**config.mk**
```make
export PLATFORM = sky130hd
export DESIGN_NAME = ram_port_arbiter_flat
export DESIGN_NICKNAME = d
export VERILOG_FILES = /design/src/rtl/ram_port_arbiter_pkg.sv /design/src/rtl/ram_port_arbiter_if.sv /design/src/rtl/ram_port_arbiter_rr_arb2.sv /design/src/rtl/ram_port_arbiter.sv /design/src/flat_wrapper.sv
export SDC_FILE = /design/constraint.sdc
export NUM_CORES = 1
export LEC_CHECK = 0
export BUFFER_PORTS_ARGS = -buffer_cell sky130_fd_sc_hd__buf_2
export CAP_MARGIN = 0
export CORE_AREA = 4 4 80 82
export DETAILED_ROUTE_END_ITERATION = 7
export DIE_AREA = 0 0 84 86
export PLACE_DENSITY_LB_ADDON = 0.12
export RECOVER_POWER = 100
export SLEW_MARGIN = 5
export SYNTH_ARGS = -nofsm -noshare
export SYNTH_HDL_FRONTEND = slang
export SYNTH_SLANG_ARGS = --single-unit
export TNS_END_PERCENT = 50
```
**constraint.sdc**
```tcl
create_clock -name clk_i -period 3.9 [get_ports clk_i]
set_input_delay 0.78 -clock clk_i [delete_from_list [all_inputs] [get_ports clk_i]]
set_output_delay 0.78 -clock clk_i [all_outputs]
set_load 0.01 [all_outputs]
```
**src/rtl/ram_port_arbiter_pkg.sv**
```systemverilog
// ram_ctrl_defs: shared state encodings and requester ids for the RAM port controllers
package ram_ctrl_defs;

    typedef enum logic {
        ST_INIT  = 1'b0,
        ST_SERVE = 1'b1
    } state_e;

    localparam logic REQ0 = 1'b0;
    localparam logic REQ1 = 1'b1;

endpackage

```
**src/rtl/ram_port_arbiter_if.sv**
```systemverilog
// ram_port_arbiter_if: two requester ports, their response paths and the RAM port
interface ram_port_arbiter_if #(
    parameter int AWIDTH = 3,
    parameter int DWIDTH = 32
);
    logic              req0_valid, req1_valid;
    logic              req0_we, req1_we;
    logic [AWIDTH-1:0] req0_addr, req1_addr;
    logic [DWIDTH-1:0] req0_wdata, req1_wdata;
    logic              req0_ready, req1_ready;
    logic              rsp0_valid, rsp1_valid;
    logic [DWIDTH-1:0] rsp0_rdata, rsp1_rdata;
    logic [AWIDTH-1:0] ram_addr;
    logic [DWIDTH-1:0] ram_din;
    logic              ram_we;
    logic [DWIDTH-1:0] ram_dout;
    logic              init_done;

    modport slave (
        input  req0_valid, req1_valid, req0_we, req1_we, req0_addr, req1_addr,
               req0_wdata, req1_wdata, ram_dout,
        output req0_ready, req1_ready, rsp0_valid, rsp1_valid, rsp0_rdata, rsp1_rdata,
               ram_addr, ram_din, ram_we, init_done
    );

    modport master (
        output req0_valid, req1_valid, req0_we, req1_we, req0_addr, req1_addr,
               req0_wdata, req1_wdata, ram_dout,
        input  req0_ready, req1_ready, rsp0_valid, rsp1_valid, rsp0_rdata, rsp1_rdata,
               ram_addr, ram_din, ram_we, init_done
    );

endinterface

```
**src/rtl/ram_port_arbiter_rr_arb2.sv**
```systemverilog
// rr_arb2: two-way round-robin grant with pointer update on handshake
module rr_arb2
    import ram_ctrl_defs::*;
(
    input  logic [1:0] valid_i,
    input  logic       ptr_i,
    input  logic       handshake_i,
    output logic [1:0] grant_o,
    output logic       ptr_o
);

    // Contention resolves to the pointed-at requester; after any grant the pointer moves to the other one
    always_comb begin
        grant_o = &valid_i ? (ptr_i == REQ1 ? 2'b10 : 2'b01) : valid_i;
        ptr_o   = handshake_i ? (grant_o[REQ1] ? REQ0 : REQ1) : ptr_i;
    end

endmodule

```
**src/rtl/ram_port_arbiter.sv**
```systemverilog
// ram_port_arbiter: round-robin sharing of a sync-read RAM port between two requesters, optional clear after reset
module ram_port_arbiter
    import ram_ctrl_defs::*;
#(
    parameter int AWIDTH         = 3,
    parameter int DWIDTH         = 32,
    parameter bit CLEAR_ON_RESET = 1'b0
) (
    input logic clk_i,
    input logic rst_i,
    ram_port_arbiter_if.slave bus
);

    localparam logic [AWIDTH:0] LAST = (AWIDTH+1)'((1 << AWIDTH) - 1);

    state_e          state_q;
    logic [AWIDTH:0] clr_cnt_q;
    logic            rr_ptr_q, rr_ptr_d;
    logic            pend_valid_q, pend_id_q;
    logic            init_done_q;
    logic            serve, sel_we, rd_hs;
    logic [1:0]      valid, grant;

    assign serve  = state_q == ST_SERVE;
    assign valid  = {bus.req1_valid, bus.req0_valid} & {2{serve}};
    assign sel_we = grant[REQ1] ? bus.req1_we : bus.req0_we;
    assign rd_hs  = |grant & ~sel_we;

    rr_arb2 u_arb (
        .valid_i    (valid),
        .ptr_i      (rr_ptr_q),
        .handshake_i(|valid),
        .grant_o    (grant),
        .ptr_o      (rr_ptr_d)
    );

    assign bus.req0_ready = grant[REQ0];
    assign bus.req1_ready = grant[REQ1];
    assign bus.init_done  = init_done_q;

    // RAM port: clear sweep in INIT, otherwise the granted requester or idle zeros
    always_comb begin
        bus.ram_we   = serve ? |grant & sel_we : 1'b1;
        bus.ram_addr = !serve ? clr_cnt_q[AWIDTH-1:0] :
                       grant[REQ1] ? bus.req1_addr : grant[REQ0] ? bus.req0_addr : '0;
        bus.ram_din  = !serve ? '0 :
                       grant[REQ1] ? bus.req1_wdata : grant[REQ0] ? bus.req0_wdata : '0;
    end

    // Read data is routed straight from the RAM to whichever requester owns the pending read
    always_comb begin
        bus.rsp0_valid = pend_valid_q & (pend_id_q == REQ0);
        bus.rsp1_valid = pend_valid_q & (pend_id_q == REQ1);
        bus.rsp0_rdata = bus.rsp0_valid ? bus.ram_dout : '0;
        bus.rsp1_rdata = bus.rsp1_valid ? bus.ram_dout : '0;
    end

    // Controller FSM: clear sweep, then serve with round-robin pointer and pending-read tracking
    always_ff @(posedge clk_i or posedge rst_i) begin
        if (rst_i) begin
            state_q      <= CLEAR_ON_RESET ? ST_INIT : ST_SERVE;
            clr_cnt_q    <= '0;
            rr_ptr_q     <= REQ0;
            pend_valid_q <= 1'b0;
            pend_id_q    <= REQ0;
            init_done_q  <= !CLEAR_ON_RESET;
        end else begin
            case (state_q)
                ST_INIT: begin
                    clr_cnt_q <= clr_cnt_q + 1'b1;
                    if (clr_cnt_q == LAST) begin
                        state_q     <= ST_SERVE;
                        init_done_q <= 1'b1;
                    end
                end
                default: begin
                    rr_ptr_q     <= rr_ptr_d;
                    pend_valid_q <= rd_hs;
                    pend_id_q    <= grant[REQ1];
                end
            endcase
        end
    end

endmodule

```
**src/flat_wrapper.sv**
```systemverilog
// flat-port wrapper written by rule: the top's interface ports become plain ports
module ram_port_arbiter_flat import ram_ctrl_defs::*;
#(
    parameter int AWIDTH         = 3,
    parameter int DWIDTH         = 32,
    parameter bit CLEAR_ON_RESET = 1'b0
)
  (clk_i, rst_i, bus_req0_valid, bus_req1_valid, bus_req0_we, bus_req1_we, bus_req0_addr, bus_req1_addr, bus_req0_wdata, bus_req1_wdata, bus_ram_dout, bus_req0_ready, bus_req1_ready, bus_rsp0_valid, bus_rsp1_valid, bus_rsp0_rdata, bus_rsp1_rdata, bus_ram_addr, bus_ram_din, bus_ram_we, bus_init_done);
  ram_port_arbiter_if #(.AWIDTH(AWIDTH), .DWIDTH(DWIDTH)) bus_i ();
  input logic clk_i;
  input logic rst_i;
  input wire logic [$bits(bus_i.req0_valid)-1:0] bus_req0_valid;
  input wire logic [$bits(bus_i.req1_valid)-1:0] bus_req1_valid;
  input wire logic [$bits(bus_i.req0_we)-1:0] bus_req0_we;
  input wire logic [$bits(bus_i.req1_we)-1:0] bus_req1_we;
  input wire logic [$bits(bus_i.req0_addr)-1:0] bus_req0_addr;
  input wire logic [$bits(bus_i.req1_addr)-1:0] bus_req1_addr;
  input wire logic [$bits(bus_i.req0_wdata)-1:0] bus_req0_wdata;
  input wire logic [$bits(bus_i.req1_wdata)-1:0] bus_req1_wdata;
  input wire logic [$bits(bus_i.ram_dout)-1:0] bus_ram_dout;
  output wire logic [$bits(bus_i.req0_ready)-1:0] bus_req0_ready;
  output wire logic [$bits(bus_i.req1_ready)-1:0] bus_req1_ready;
  output wire logic [$bits(bus_i.rsp0_valid)-1:0] bus_rsp0_valid;
  output wire logic [$bits(bus_i.rsp1_valid)-1:0] bus_rsp1_valid;
  output wire logic [$bits(bus_i.rsp0_rdata)-1:0] bus_rsp0_rdata;
  output wire logic [$bits(bus_i.rsp1_rdata)-1:0] bus_rsp1_rdata;
  output wire logic [$bits(bus_i.ram_addr)-1:0] bus_ram_addr;
  output wire logic [$bits(bus_i.ram_din)-1:0] bus_ram_din;
  output wire logic [$bits(bus_i.ram_we)-1:0] bus_ram_we;
  output wire logic [$bits(bus_i.init_done)-1:0] bus_init_done;
  assign bus_i.req0_valid = bus_req0_valid;
  assign bus_i.req1_valid = bus_req1_valid;
  assign bus_i.req0_we = bus_req0_we;
  assign bus_i.req1_we = bus_req1_we;
  assign bus_i.req0_addr = bus_req0_addr;
  assign bus_i.req1_addr = bus_req1_addr;
  assign bus_i.req0_wdata = bus_req0_wdata;
  assign bus_i.req1_wdata = bus_req1_wdata;
  assign bus_i.ram_dout = bus_ram_dout;
  assign bus_req0_ready = bus_i.req0_ready;
  assign bus_req1_ready = bus_i.req1_ready;
  assign bus_rsp0_valid = bus_i.rsp0_valid;
  assign bus_rsp1_valid = bus_i.rsp1_valid;
  assign bus_rsp0_rdata = bus_i.rsp0_rdata;
  assign bus_rsp1_rdata = bus_i.rsp1_rdata;
  assign bus_ram_addr = bus_i.ram_addr;
  assign bus_ram_din = bus_i.ram_din;
  assign bus_ram_we = bus_i.ram_we;
  assign bus_init_done = bus_i.init_done;
  ram_port_arbiter #(.AWIDTH(AWIDTH), .DWIDTH(DWIDTH), .CLEAR_ON_RESET(CLEAR_ON_RESET)) u_core (.clk_i(clk_i), .rst_i(rst_i), .bus(bus_i));
endmodule
```
# ---- Word level (Yosys, flattened, before mapping)
# Cells that the tools add are included.
dict set report word_totals {
  wordCells 33
  input_bits 108
  out_inout_bits 105
  reg_bits 8
}
dict set report classes {
  n_eq_ne 1
  n_addsub 1
  muxes 15
  n_reduce_logical 4
  n_bitwise 7
}
# operator count
set op_table {}
lappend op_table {{32-bit 2-to-1 mux} 5}
lappend op_table {{3-bit 2-to-1 mux} 3}
lappend op_table {{1-bit 2-to-1 mux} 5}
lappend op_table {{4-bit by 1-bit adder with 4-bit output (second input constant)} 1}
lappend op_table {{1-bit AND} 4}
lappend op_table {{4-bit by 3-bit equality test with 1-bit output (second input constant)} 1}
lappend op_table {{2-bit 2-to-1 mux} 2}
lappend op_table {{2-bit AND reduction} 2}
lappend op_table {{2-bit OR reduction} 2}
lappend op_table {{2-bit AND} 1}
lappend op_table {{1-bit inverter} 2}

# ---- Logic depth before layout (Yosys ltp)
# Gate-level depths: netlist (run 1).
dict set report depth {
  word_depth 6
  mapped_depth 5
  mapped_depth_nobuf 4
}

# ---- Modules after synthesis
# A second synthesis (run 1) with hierarchy kept.
dict set report hier_totals {
  cells_unflattened 274
  hier_area_um2 1669.1
}
# mod seq_area_each_um2 n_inst area_per_inst_um2 cells_per_inst
set modules_own_cells {}
lappend modules_own_cells {ram_port_arbiter 201.4 1 1637.8 269}
lappend modules_own_cells {rr_arb2 0.0 1 31.3 5}

# ---- Worst setup path after synthesis (run 1)
# Ideal clock, no wire load.
dict set report synth_timing {
  path_type {input port to output port}
  startpoint {input port bus_req1_valid}
  endpoint {output port bus_ram_din[22]}
  arrival_time_ns 1.444
  setup_slack_ns 1.676
  required_time_ns 3.120
  path_buffers 1
  path_stages 5
  path_cell_list {nand2_1 -> nand3_2 -> inv_4 -> buf_2 -> a22o_1}
}
dict set report synth_between {
  elab_chain_len 6
}
# element line
set synth_rtl {}
lappend synth_rtl {{from (decl)} flat_wrapper.sv:13} ;# input wire logic [$bits(bus_i.req1_valid)-1:0] bus_req1_valid;
lappend synth_rtl {{2-bit AND} ram_port_arbiter.sv:25} ;# assign valid = {bus.req1_valid, bus.req0_valid} & {2{serve}};
lappend synth_rtl {{2-bit AND reduction} ram_port_arbiter_rr_arb2.sv:14} ;# grant_o = &valid_i ? (ptr_i == REQ1 ? 2'b10 : 2'b01) : valid_i;
lappend synth_rtl {{2-bit 2-to-1 mux} ram_port_arbiter_rr_arb2.sv:14}
lappend synth_rtl {{named net bus_req0_ready} flat_wrapper.sv:21} ;# output wire logic [$bits(bus_i.req0_ready)-1:0] bus_req0_ready;
lappend synth_rtl {{32-bit 2-to-1 mux (2 in series)} ram_port_arbiter.sv:47} ;# grant[REQ1] ? bus.req1_wdata : grant[REQ0] ? bus.req0_wdata : '0;
lappend synth_rtl {{32-bit 2-to-1 mux} ram_port_arbiter.sv:46} ;# bus.ram_din = !serve ? '0 :
lappend synth_rtl {{to (decl)} flat_wrapper.sv:28} ;# output wire logic [$bits(bus_i.ram_din)-1:0] bus_ram_din;
# The timed path passes the listed nets, and every way through them passes these cells.

# ---- Final worst setup path (run 1)
dict set report layout_timing {
  startpoint {register u_core.pend_valid_q}
  endpoint {output port bus_rsp0_rdata[18]}
}
dict set report layout_between {
  elab_chain_len 2
}
# element line
set layout_rtl {}
lappend layout_rtl {{from (decl)} ram_port_arbiter.sv:19} ;# logic pend_valid_q, pend_id_q;
lappend layout_rtl {{from (signal assigned)} ram_port_arbiter.sv:78} ;# pend_valid_q <= rd_hs;
lappend layout_rtl {{1-bit AND} ram_port_arbiter.sv:52} ;# bus.rsp0_valid = pend_valid_q & (pend_id_q == REQ0);
lappend layout_rtl {{32-bit 2-to-1 mux} ram_port_arbiter.sv:54} ;# bus.rsp0_rdata = bus.rsp0_valid ? bus.ram_dout : '0;
lappend layout_rtl {{to (decl)} flat_wrapper.sv:25} ;# output wire logic [$bits(bus_i.rsp0_rdata)-1:0] bus_rsp0_rdata;
# Every way passes these cells.

==> flow_metrics.env, run 1 <==
export IMPL_status="finished clean"
export IMPL_diodes=0
export IMPL_cp_arrival_ns=2.10
export IMPL_skew_ns=0.004263
export IMPL_max_cap_violations=0
export IMPL_io_pins=213
export IMPL_ys_flop_type="dfrtp_1"
export IMPL_power_leakage_nw=1.238
export IMPL_rows=28
export IMPL_cts_buffer_depth=2
export IMPL_max_freq_ghz=0.3468
export IMPL_postCtsSetupBuffers=0
export IMPL_reg2reg_depth=2
export IMPL_slew_headroom_pct=34.79
export IMPL_syn_avg_cell_area_um2=7.924
export IMPL_fp_dieW_um=84
export IMPL_ctsResizeCount=0
export IMPL_layout_setup_ws_ns=1.016
export IMPL_synth_mux_area_share_pct=0.9109
export IMPL_ys_warn_count=0
export IMPL_wl_per_cell_um=14.96
export IMPL_portBuffers=211
export IMPL_syn_to_final_growth_pct=79.66
export IMPL_drive_gt1_share_pct=37.64
export IMPL_setup_violations=0
export IMPL_timing_hold_ws_ns=0.4640
export IMPL_dpl_cell_area_um2=2291
export IMPL_design_area_um2=2221
export IMPL_synth_simple_area_share_pct=40.69
export IMPL_tightest_slew_ns=0.9738
export IMPL_grt_util_all_layers_pct=14.98
export IMPL_finalHoldViolCount=0
export IMPL_endpoint_kind="primary output"
export IMPL_synth_xor_xnor_area_share_pct=2.126
export IMPL_cts_root_buf="clkbuf_8"
export IMPL_ys_ff_latch=8
export IMPL_crit_type="flip-flop to primary output"
export IMPL_worstPathMaxFanout=35
export IMPL_synthTopCellsByCount="and2_1 (34), a22o_1 (32), and3_1 (32), buf_2 (7), dfrtp_1 (7)"
export IMPL_rsz0062_at_grt="no"
export IMPL_fillers=703
export IMPL_ys_seq_area_share_pct=16.30
export IMPL_cts_buffers=3
export IMPL_whs_path_depth=1
export IMPL_dp_hpwl_mm=5.217
export IMPL_synth_top_area_share_pct=22.67
export IMPL_die_area_um2=7224
export IMPL_syn_cell_area_um2=1236
export IMPL_overflow=0
export IMPL_vias=1903
export IMPL_synth_nets=265
export IMPL_clock_sinks=8
export IMPL_period_share_pct=73.94
export IMPL_dp_cells=427
export IMPL_synth_fa_ha_area_share_pct=1.012
export IMPL_fin_crit_ns=2.884
export IMPL_drt_wl_total_mm=6.446
export IMPL_yosysTopAreaCell="a22o_1"
export IMPL_first_global_vias=1707
export IMPL_drtIter0Drc=35
export IMPL_synth_edf_count=0
export IMPL_syn_inst=156
export IMPL_pre_cts_ws_ns=1.311
export IMPL_synth_compound_area_share_pct=27.83
export IMPL_power_density_nw_per_um2=209.5
export IMPL_synth_top_family_by_area="simple AND/OR/NAND/NOR gates"
export IMPL_insertion_delay_ns=0.23
export IMPL_nNetsFinal=466
export IMPL_cts_max_level=1
export IMPL_grt_first_pass_wirelength_mm=9.039
export IMPL_initial_core_util_pct=21.52
export IMPL_worstPathRequired_ns=3.12
export IMPL_hp_class="flip-flop to flip-flop"
export IMPL_grt_max_degree=37
export IMPL_total_power_mw=0.4653
export IMPL_cts_tree="built"
export IMPL_rrSetupSlack_ns=2.52
export IMPL_synth_most_common_cell="and2_1"
export IMPL_gp_congestion=0.8563
export IMPL_antenna_found_initial=0
export IMPL_ys_types=27
export IMPL_core_area_um2=5746
export IMPL_synthTopCellsByArea="a22o_1 (23%), and2_1 (17%), and3_1 (16%), dfrtp_1 (14%), buf_8 (3.6%)"
export IMPL_ctsHoldBuffers=0
export IMPL_path_clk_slew_ns=0.04
export IMPL_first_pass_iters=4
export IMPL_ys_async_sr_fraction_pct=100.0
export IMPL_ir_worst_vdd_v=0.0003624
export IMPL_cp_start_kind="flip-flop"
export IMPL_utilization_pct=38.65
export IMPL_drc=0
export IMPL_finalSetupTns_ns=0
export IMPL_instances_no_fill=431
export IMPL_maxSlewViolCount=0
export IMPL_vias_per_cell=4.415
export IMPL_die_height_um=86
export IMPL_drtAntennaViolNets=0
[flip-flops by register name (all words and copies together), names as in the netlist]
signal	count
u_core.pend_valid_q	1
u_core.clr_cnt_q	4
u_core.rr_ptr_q	1
u_core.serve	1
u_core.pend_id_q	1
[metal layers]
metal	global-route usage (%)	part of all wire, %	routed length [um]	up-vias
met5	0	0	0	-
met4	1.754	0.42	27	0
met3	3.074	6.7	431	2
met2	28.99	54	3462	79
met1	17.39	39	2525	853
li1	-	-	-	969
[cell type report]
class                           instances  area, um2  area share, %
Multi-Input combinational cell        126      895.9          40.34
Inverter                                5      23.77          1.070
Timing Repair Buffer                  213      960.9          43.27
Tap cell                               75      93.84          4.225
Sequential cell                         8      201.4          9.070
Clock buffer                            4      45.04          2.028
[cell usage in the layout (no fill, tap or decap), drive strengths merged]
cell type / count
a21oi: 1
a221o: 3
a22o: 32
a31o: 1
a31oi: 1
and2: 34
and3: 32
buf: 125
clkbuf: 92
conb: 1
dfrtp: 7
dfstp: 1
ha: 1
inv: 5
mux2: 1
nand2: 1
nand2b: 3
nand3: 6
nor2b: 4
o21ai: 1
o221ai: 1
xnor2: 3
[final timing paths]
kind,start,to
worst min register to register,u_core.clr_cnt_q[3]$_DFFE_PP0N_,u_core.clr_cnt_q[3]$_DFFE_PP0N_
min in group asynchronous,rst_i,u_core.pend_valid_q$_DFFE_PP0P_
worst min-delay path,u_core.clr_cnt_q[3]$_DFFE_PP0N_,u_core.clr_cnt_q[3]$_DFFE_PP0N_
max in group asynchronous,rst_i,u_core.serve$_DFF_PP1_
worst max-delay path,u_core.pend_valid_q$_DFFE_PP0P_,bus_rsp0_rdata[18]
worst max register to register,u_core.serve$_DFF_PP1_,u_core.pend_valid_q$_DFFE_PP0P_
[critical path, stage by stage (launching register included)]
cell      delay, ns
dfrtp_1        0.31
buf_4          0.27
nor2b_2        0.85
and2_1         0.24
clkbuf_1       0.19
[power breakdown]
| group | total, mW | switching [mW] | internal [mW] | leakage (nW) |
|---|---|---|---|---|
| clock network | 0.104 | 0.0331 | 0.0709 | 0.0228 |
| registers | 0.0888 | 0.00199 | 0.0868 | 0.0958 |
| logic | 0.272 | 0.153 | 0.120 | 1.12 |
[logic make-up after synthesis]
group,count (synthesis)
compound gates,40
xor+xnor,3
fa+ha+maj,1
buf+inv,22
flops,8
mux,1
other cells,1
simple gates,80
(Power assumes the default switching activity.)
==> inputs of run 2 (changes only) <==
- ABC_AREA: not set -> 1
- clock period: 3.9 -> 3 ns (I/O delays scaled with it)
==> run 2 against run 1 <==
  * Clock-buffer cell count unchanged
  * Critical path depth rose by 2
  * Sequential share of layout area shrank 0.27 points
  * Largest cell class unchanged
  * Design area up 3.0%
  * Non-clock buffer count rose by 2
  * Synthesized cell count up 74%
  * Flip-flop and latch count stayed put
  * Sequential power is 31% higher
  * Clock skew shrank 0.0036 ns
  * Core utilization increased by 1.2 points
==> flow_metrics.env, run 2 <==
export IMPL_drive_gt1_share_pct=25.16
export IMPL_cp_arrival_ns=1.93
export IMPL_period_share_pct=84.44
export IMPL_final_cell_mix="nand2_1 (121), buf_2 (112), clkbuf_1 (101)"
export IMPL_setup_violations=0
export IMPL_overflow=0
export IMPL_insertion_delay_ns=0.23
export IMPL_rrSetupSlack_ns=1.40
export IMPL_vias=2180
export IMPL_ir_worst_vdd_v=0.0001249
export IMPL_ys_types=21
export IMPL_ctsResizeCount=0
export IMPL_maxSlewViolCount=0
export IMPL_cts_root_buf="clkbuf_8"
export IMPL_largest_register_ffs=4
export IMPL_worstPathMaxFanout=23
export IMPL_grt_first_pass_wirelength_mm=8.956
export IMPL_cts_tree="built"
export IMPL_die_height_um=86
export IMPL_ys_async_sr_fraction_pct=100.0
export IMPL_synthTopCellsByCount="nand2_1 (119), nor2_1 (65), inv_1 (44), nand3_1 (8), dfrtp_1 (7)"
export IMPL_reg2reg_depth=4
export IMPL_fin_crit_ns=2.533
export IMPL_rsz0062_at_grt="no"
export IMPL_cp_start_kind="flip-flop"
export IMPL_max_freq_ghz=0.3948
export IMPL_syn_avg_cell_area_um2=4.775
export IMPL_ys_ff_latch=8
export IMPL_timing_rr_start="u_core.serve$_DFF_PP1_"
export IMPL_nNetsFinal=587
export IMPL_io_pins=213
export IMPL_synth_top_area_share_pct=34.39
export IMPL_syn_inst=272
export IMPL_hp_class="input pin to async pin"
export IMPL_ys_flop_type="dfrtp_1"
export IMPL_ys_warn_count=0
export IMPL_synthTopCellsByArea="nand2_1 (34%), nor2_1 (19%), dfrtp_1 (13%), inv_1 (13%), buf_6 (3.5%)"
export IMPL_syn_cell_area_um2=1299
export IMPL_die_area_um2=7224
export IMPL_crit_type="flip-flop to primary output"
export IMPL_antenna_found_initial=0
export IMPL_grt_util_all_layers_pct=14.62
export IMPL_syn_to_final_growth_pct=76.20
export IMPL_drt_wl_total_mm=6.024
export IMPL_ctsHoldBuffers=0
export IMPL_drtAntennaViolNets=0
export IMPL_status="finished clean"
export IMPL_diodes=0
export IMPL_ys_seq_area_share_pct=15.51
export IMPL_fp_dieW_um=84
export IMPL_finalSetupTns_ns=0
export IMPL_grt_max_degree=38
export IMPL_drc=0
export IMPL_finalHoldViolCount=0
export IMPL_drtIter0Drc=70
export IMPL_portBuffers=211
export IMPL_slew_headroom_pct=55.45
export IMPL_critPathLaunch="u_core.serve$_DFF_PP1_"
export IMPL_worstPathRequired_ns=2.40
export IMPL_layout_commonest_cell="nand2_1"
export IMPL_total_power_mw=0.6026
export IMPL_synth_edf_count=0
export IMPL_tightest_slew_ns=0.6667
export IMPL_path_clk_slew_ns=0.04
export IMPL_wl_per_cell_um=10.91
export IMPL_core_area_um2=5746
export IMPL_postCtsSetupBuffers=0
export IMPL_first_pass_iters=4
export IMPL_first_global_vias=1961
export IMPL_power_leakage_nw=1.468
export IMPL_max_cap_violations=0
export IMPL_rows=28
export IMPL_clock_sinks=8
export IMPL_synth_most_common_cell="nand2_1"
export IMPL_cts_max_level=1
export IMPL_endpoint_kind="primary output"
export IMPL_synth_nets=381
export IMPL_cts_buffers=3
export IMPL_vias_per_cell=3.949
export IMPL_skew_ns=0.0006769
export IMPL_initial_core_util_pct=22.60
export IMPL_yosysTopAreaCell="nand2_1"
export IMPL_gp_congestion=0.7806
export IMPL_r2r_end="u_core.rr_ptr_q$_DFFE_PP0P_"
export IMPL_regMostFlops="u_core.clr_cnt_q"
export IMPL_dp_hpwl_mm=4.986
export IMPL_power_density_nw_per_um2=263.3
export IMPL_cts_buffer_depth=2
-- run 2: cell count changes in the layout (fill, tap and decap cells not counted), moves of 22 or more --
cell,before,now
a22o_1,32,0
nand2_1,1,121
nor2_1,0,65
inv_1,3,45
and2_1,22,0
and3_1,32,0
-- run 2: layout make-up --
class                      instances  area (um2)
tap                               75       93.84
multi-input combinational        204       819.5
sequential                         8       201.4
clock buffer                       4       45.04
inverter                          46       175.2
fill                             730        3457
timing repair buffer             215       953.4
-- run 2: critical path, stage by stage, from the launching register on --
cell and delay [ns]:
dfstp_1 0.66, nand2_1 0.16, a21oi_4 0.14, clkbuf_2 0.40
nand2_1 0.09, nand3_1 0.09, clkbuf_1 0.17
-- run 2: power breakdown --
group	leakage, nW	switching, mW	total, mW	internal (mW)
Combinational	1.35	0.218	0.350	0.133
Clock	0.0228	0.0436	0.136	0.0922
Sequential	0.0953	0.00357	0.116	0.113
-- run 2: cells by family after synthesis --
kind of cell / Yosys count / synth area share, %
compound gates: 4 / 2.602
xor+xnor: 2 / 1.349
fa+ha+maj: 1 / 0.9632
buf+inv: 60 / 21.00
flops: 8 / 15.51
other cells: 1 / 0.2887
simple gates: 196 / 58.29
-- run 2: metrics by stage --
step,worst slack (ns),area [um2],cells,hold WS [ns],util [%]
after floorplan,1.165,1299,272,0.4149,-
after global placement,0.8572,2381,548,0.4917,41.44
after detailed placement,0.8305,2381,548,0.4967,41.44
after CTS,0.6757,2426,552,0.3212,42.23
after global routing,0.2879,2288,552,0.3458,39.83
final,0.4668,2288,552,0.3132,39.83
-- run 2: metal layers --
layer | up-vias | global-route usage, % | routed length [um]
met1 | 879 | 16.52 | 2363
met2 | 109 | 27.11 | 3043
met5 | - | 0 | 0
met4 | 0 | 4.532 | 88
li1 | 1182 | - | -
met3 | 10 | 3.458 | 528
-- run 2: how the worst max path moves through the flow --
| stage | end | slack, ns |
|---|---|---|
| 4_1_cts | bus_ram_addr[0] | 0.68 |
| 3_3_place_gp | bus_ram_addr[1] | 0.86 |
| 2_1_floorplan | bus_ram_din[22] | 1.17 |
| 6_report | bus_ram_addr[0] | 0.47 |
| 3_5_place_dp | bus_ram_addr[0] | 0.83 |
| 5_1_grt | bus_ram_din[21] | 0.29 |
==> inputs of run 3 (changes only) <==
- clock period: 3 -> 2.5 ns (I/O delays scaled with it)
==> run 3 against run 2 <==
  * Design area is 0.71% higher
  * First-iteration DRC count is 24% higher
  * Clock-buffer cell count stayed put
  * Register-to-register slack worse by 0.27 ns
==> flow_metrics.env, run 3 (synthesis gave the netlist of run 2 again) <==
export IMPL_tightest_slew_ns=0.6321
export IMPL_dr_wl_met3_um=501
export IMPL_r2r_end="u_core.rr_ptr_q$_DFFE_PP0P_"
export IMPL_drtAntennaViolNets=0
export IMPL_skew_ns=0.005684
export IMPL_endpoint_kind="primary output"
export IMPL_ctsResizeCount=0
export IMPL_io_pins=213
export IMPL_sw_frac_of_total_pct=43.41
export IMPL_power_leakage_nw=1.499
export IMPL_finalSetupTns_ns=0
export IMPL_diodes=0
export IMPL_cts_buffers=3
export IMPL_worstPathRequired_ns=2.00
export IMPL_power_frac_seq_pct=19.3
export IMPL_cts_tree="built"
export IMPL_p_switching_mw=0.3150
export IMPL_rows=28
export IMPL_rrSetupSlack_ns=1.13
export IMPL_dp_cells=548
export IMPL_cts_buffer_depth=2
export IMPL_finalHoldViolCount=0
export IMPL_overflow=0
export IMPL_fin_crit_ns=2.300
export IMPL_ctsHoldBuffers=0
export IMPL_cts_max_level=1
export IMPL_reg2reg_depth=5
export IMPL_portBuffers=211
export IMPL_drtIter0Drc=87
export IMPL_die_height_um=86
export IMPL_drt_wl_total_mm=5.907
export IMPL_power_density_nw_per_um2=314.9
export IMPL_critPathLaunch="u_core.serve$_DFF_PP1_"
export IMPL_worstPathMaxFanout=14
export IMPL_period_share_pct=92.02
export IMPL_dp_hpwl_mm=5.021
export IMPL_p_int_mw=0.4107
export IMPL_largest_register_ffs=4
export IMPL_timing_rr_start="u_core.serve$_DFF_PP1_"
export IMPL_max_freq_ghz=0.4347
export IMPL_cp_arrival_ns=1.80
export IMPL_first_pass_iters=4
export IMPL_fp_dieW_um=84
export IMPL_vias_per_cell=3.998
export IMPL_drive_gt1_share_pct=27.46
export IMPL_setup_violations=0
export IMPL_core_area_um2=5746
export IMPL_ir_worst_vdd_v=0.0001769
export IMPL_fillers=668
export IMPL_slew_headroom_pct=57.86
export IMPL_utilization_pct=40.11
export IMPL_path_clk_slew_ns=0.04
export IMPL_status="finished clean"
export IMPL_syn_to_final_growth_pct=77.46
export IMPL_clock_sinks=8
export IMPL_route_met2_wl_mm=3.076
export IMPL_wl_per_cell_um=10.70
export IMPL_nNetsFinal=587
export IMPL_rsz0062_at_grt="no"
export IMPL_grt_first_pass_wirelength_mm=9.190
export IMPL_grt_max_degree=38
export IMPL_vias=2207
export IMPL_routed_top_layer="met4"
export IMPL_die_area_um2=7224
export IMPL_p_clk_share_pct=22.3
export IMPL_instances_no_fill=552
export IMPL_gp_congestion=0.8084
export IMPL_drt_met1_wl_mm=2.256
export IMPL_cp_start_kind="flip-flop"
export IMPL_timing_hold_ws_ns=0.2037
export IMPL_first_global_vias=2102
export IMPL_crit_type="flip-flop to primary output"
export IMPL_max_cap_violations=0
export IMPL_drc=0
export IMPL_cts_root_buf="clkbuf_8"
export IMPL_hp_class="input pin to async pin"
export IMPL_insertion_delay_ns=0.23
export IMPL_crit_end="bus_ram_din[11]"
export IMPL_comb_power_share_pct=58.5
export IMPL_grt_util_all_layers_pct=15.10
export IMPL_postCtsSetupBuffers=0
export IMPL_initial_core_util_pct=22.60
export IMPL_antenna_found_initial=0
export IMPL_final_cell_mix="nand2_1 (120), buf_2 (120), clkbuf_1 (92)"
export IMPL_maxSlewViolCount=0
export IMPL_regMostFlops="u_core.clr_cnt_q"
-- run 3: cell types whose count changed in the layout (fill, tap and decap cells not counted), sizes merged --
| cell | delta |
|---|---|
| clkbuf | -9 |
| buf | +9 |
-- run 3: worst min path at each step --
stage,to,cells past startpoint,start
after floorplan,u_core.clr_cnt_q[0]$_DFFE_PP0N_,1,rst_i
after global placement,u_core.clr_cnt_q[2]$_DFFE_PP0N_,2,rst_i
after detailed placement,u_core.pend_id_q$_DFFE_PP0P_,2,rst_i
after CTS,u_core.clr_cnt_q[2]$_DFFE_PP0N_,2,rst_i
after global routing,u_core.clr_cnt_q[2]$_DFFE_PP0N_,2,rst_i
final,u_core.clr_cnt_q[2]$_DFFE_PP0N_,2,rst_i
-- run 3: per-layer routing --
| metal | track usage (%) | vias to the layer above |
|---|---|---|
| met1 | 16.57 | 910 |
| li1 | - | 1180 |
| met4 | 4.240 | 0 |
| met5 | 0 | - |
| met3 | 3.939 | 8 |
| met2 | 28.56 | 109 |
-- run 3: power by group through the flow --
stage               logic, mW  clock network, mW  registers [mW]
floorplan               0.240                  0           0.141
global placement        0.455                  0           0.141
detailed placement      0.456                  0           0.142
CTS                     0.458              0.170           0.140
global route            0.482              0.175           0.140
finish                  0.424              0.162           0.140
-- run 3: cell type report --
cell class	instances	area [um2]	share of cell area, %
clock buffer	4	45.04	1.954
inverter	46	175.2	7.600
multi-input combinational	204	822.0	35.67
sequential	8	201.4	8.740
tap	75	93.84	4.072
timing repair buffer	215	967.2	41.97
-- run 3: worst max-delay path, stage by stage (launching register included) --
cell,delay (ns)
dfstp_2,0.58
nand2_1,0.12
a21oi_4,0.32
buf_4,0.27
nand2_1,0.07
nand2_1,0.06
clkbuf_1,0.14
-- run 3: through the flow --
stage	total power, mW	cell area, um2	setup slack [ns]
4_1_cts	0.7676	2426	0.2185
5_1_grt	0.7971	2305	0.04798
3_5_place_dp	0.5975	2381	0.4717
6_report	0.7257	2305	0.1996
2_1_floorplan	0.3811	1299	0.7651
3_3_place_gp	0.5968	2381	0.5238
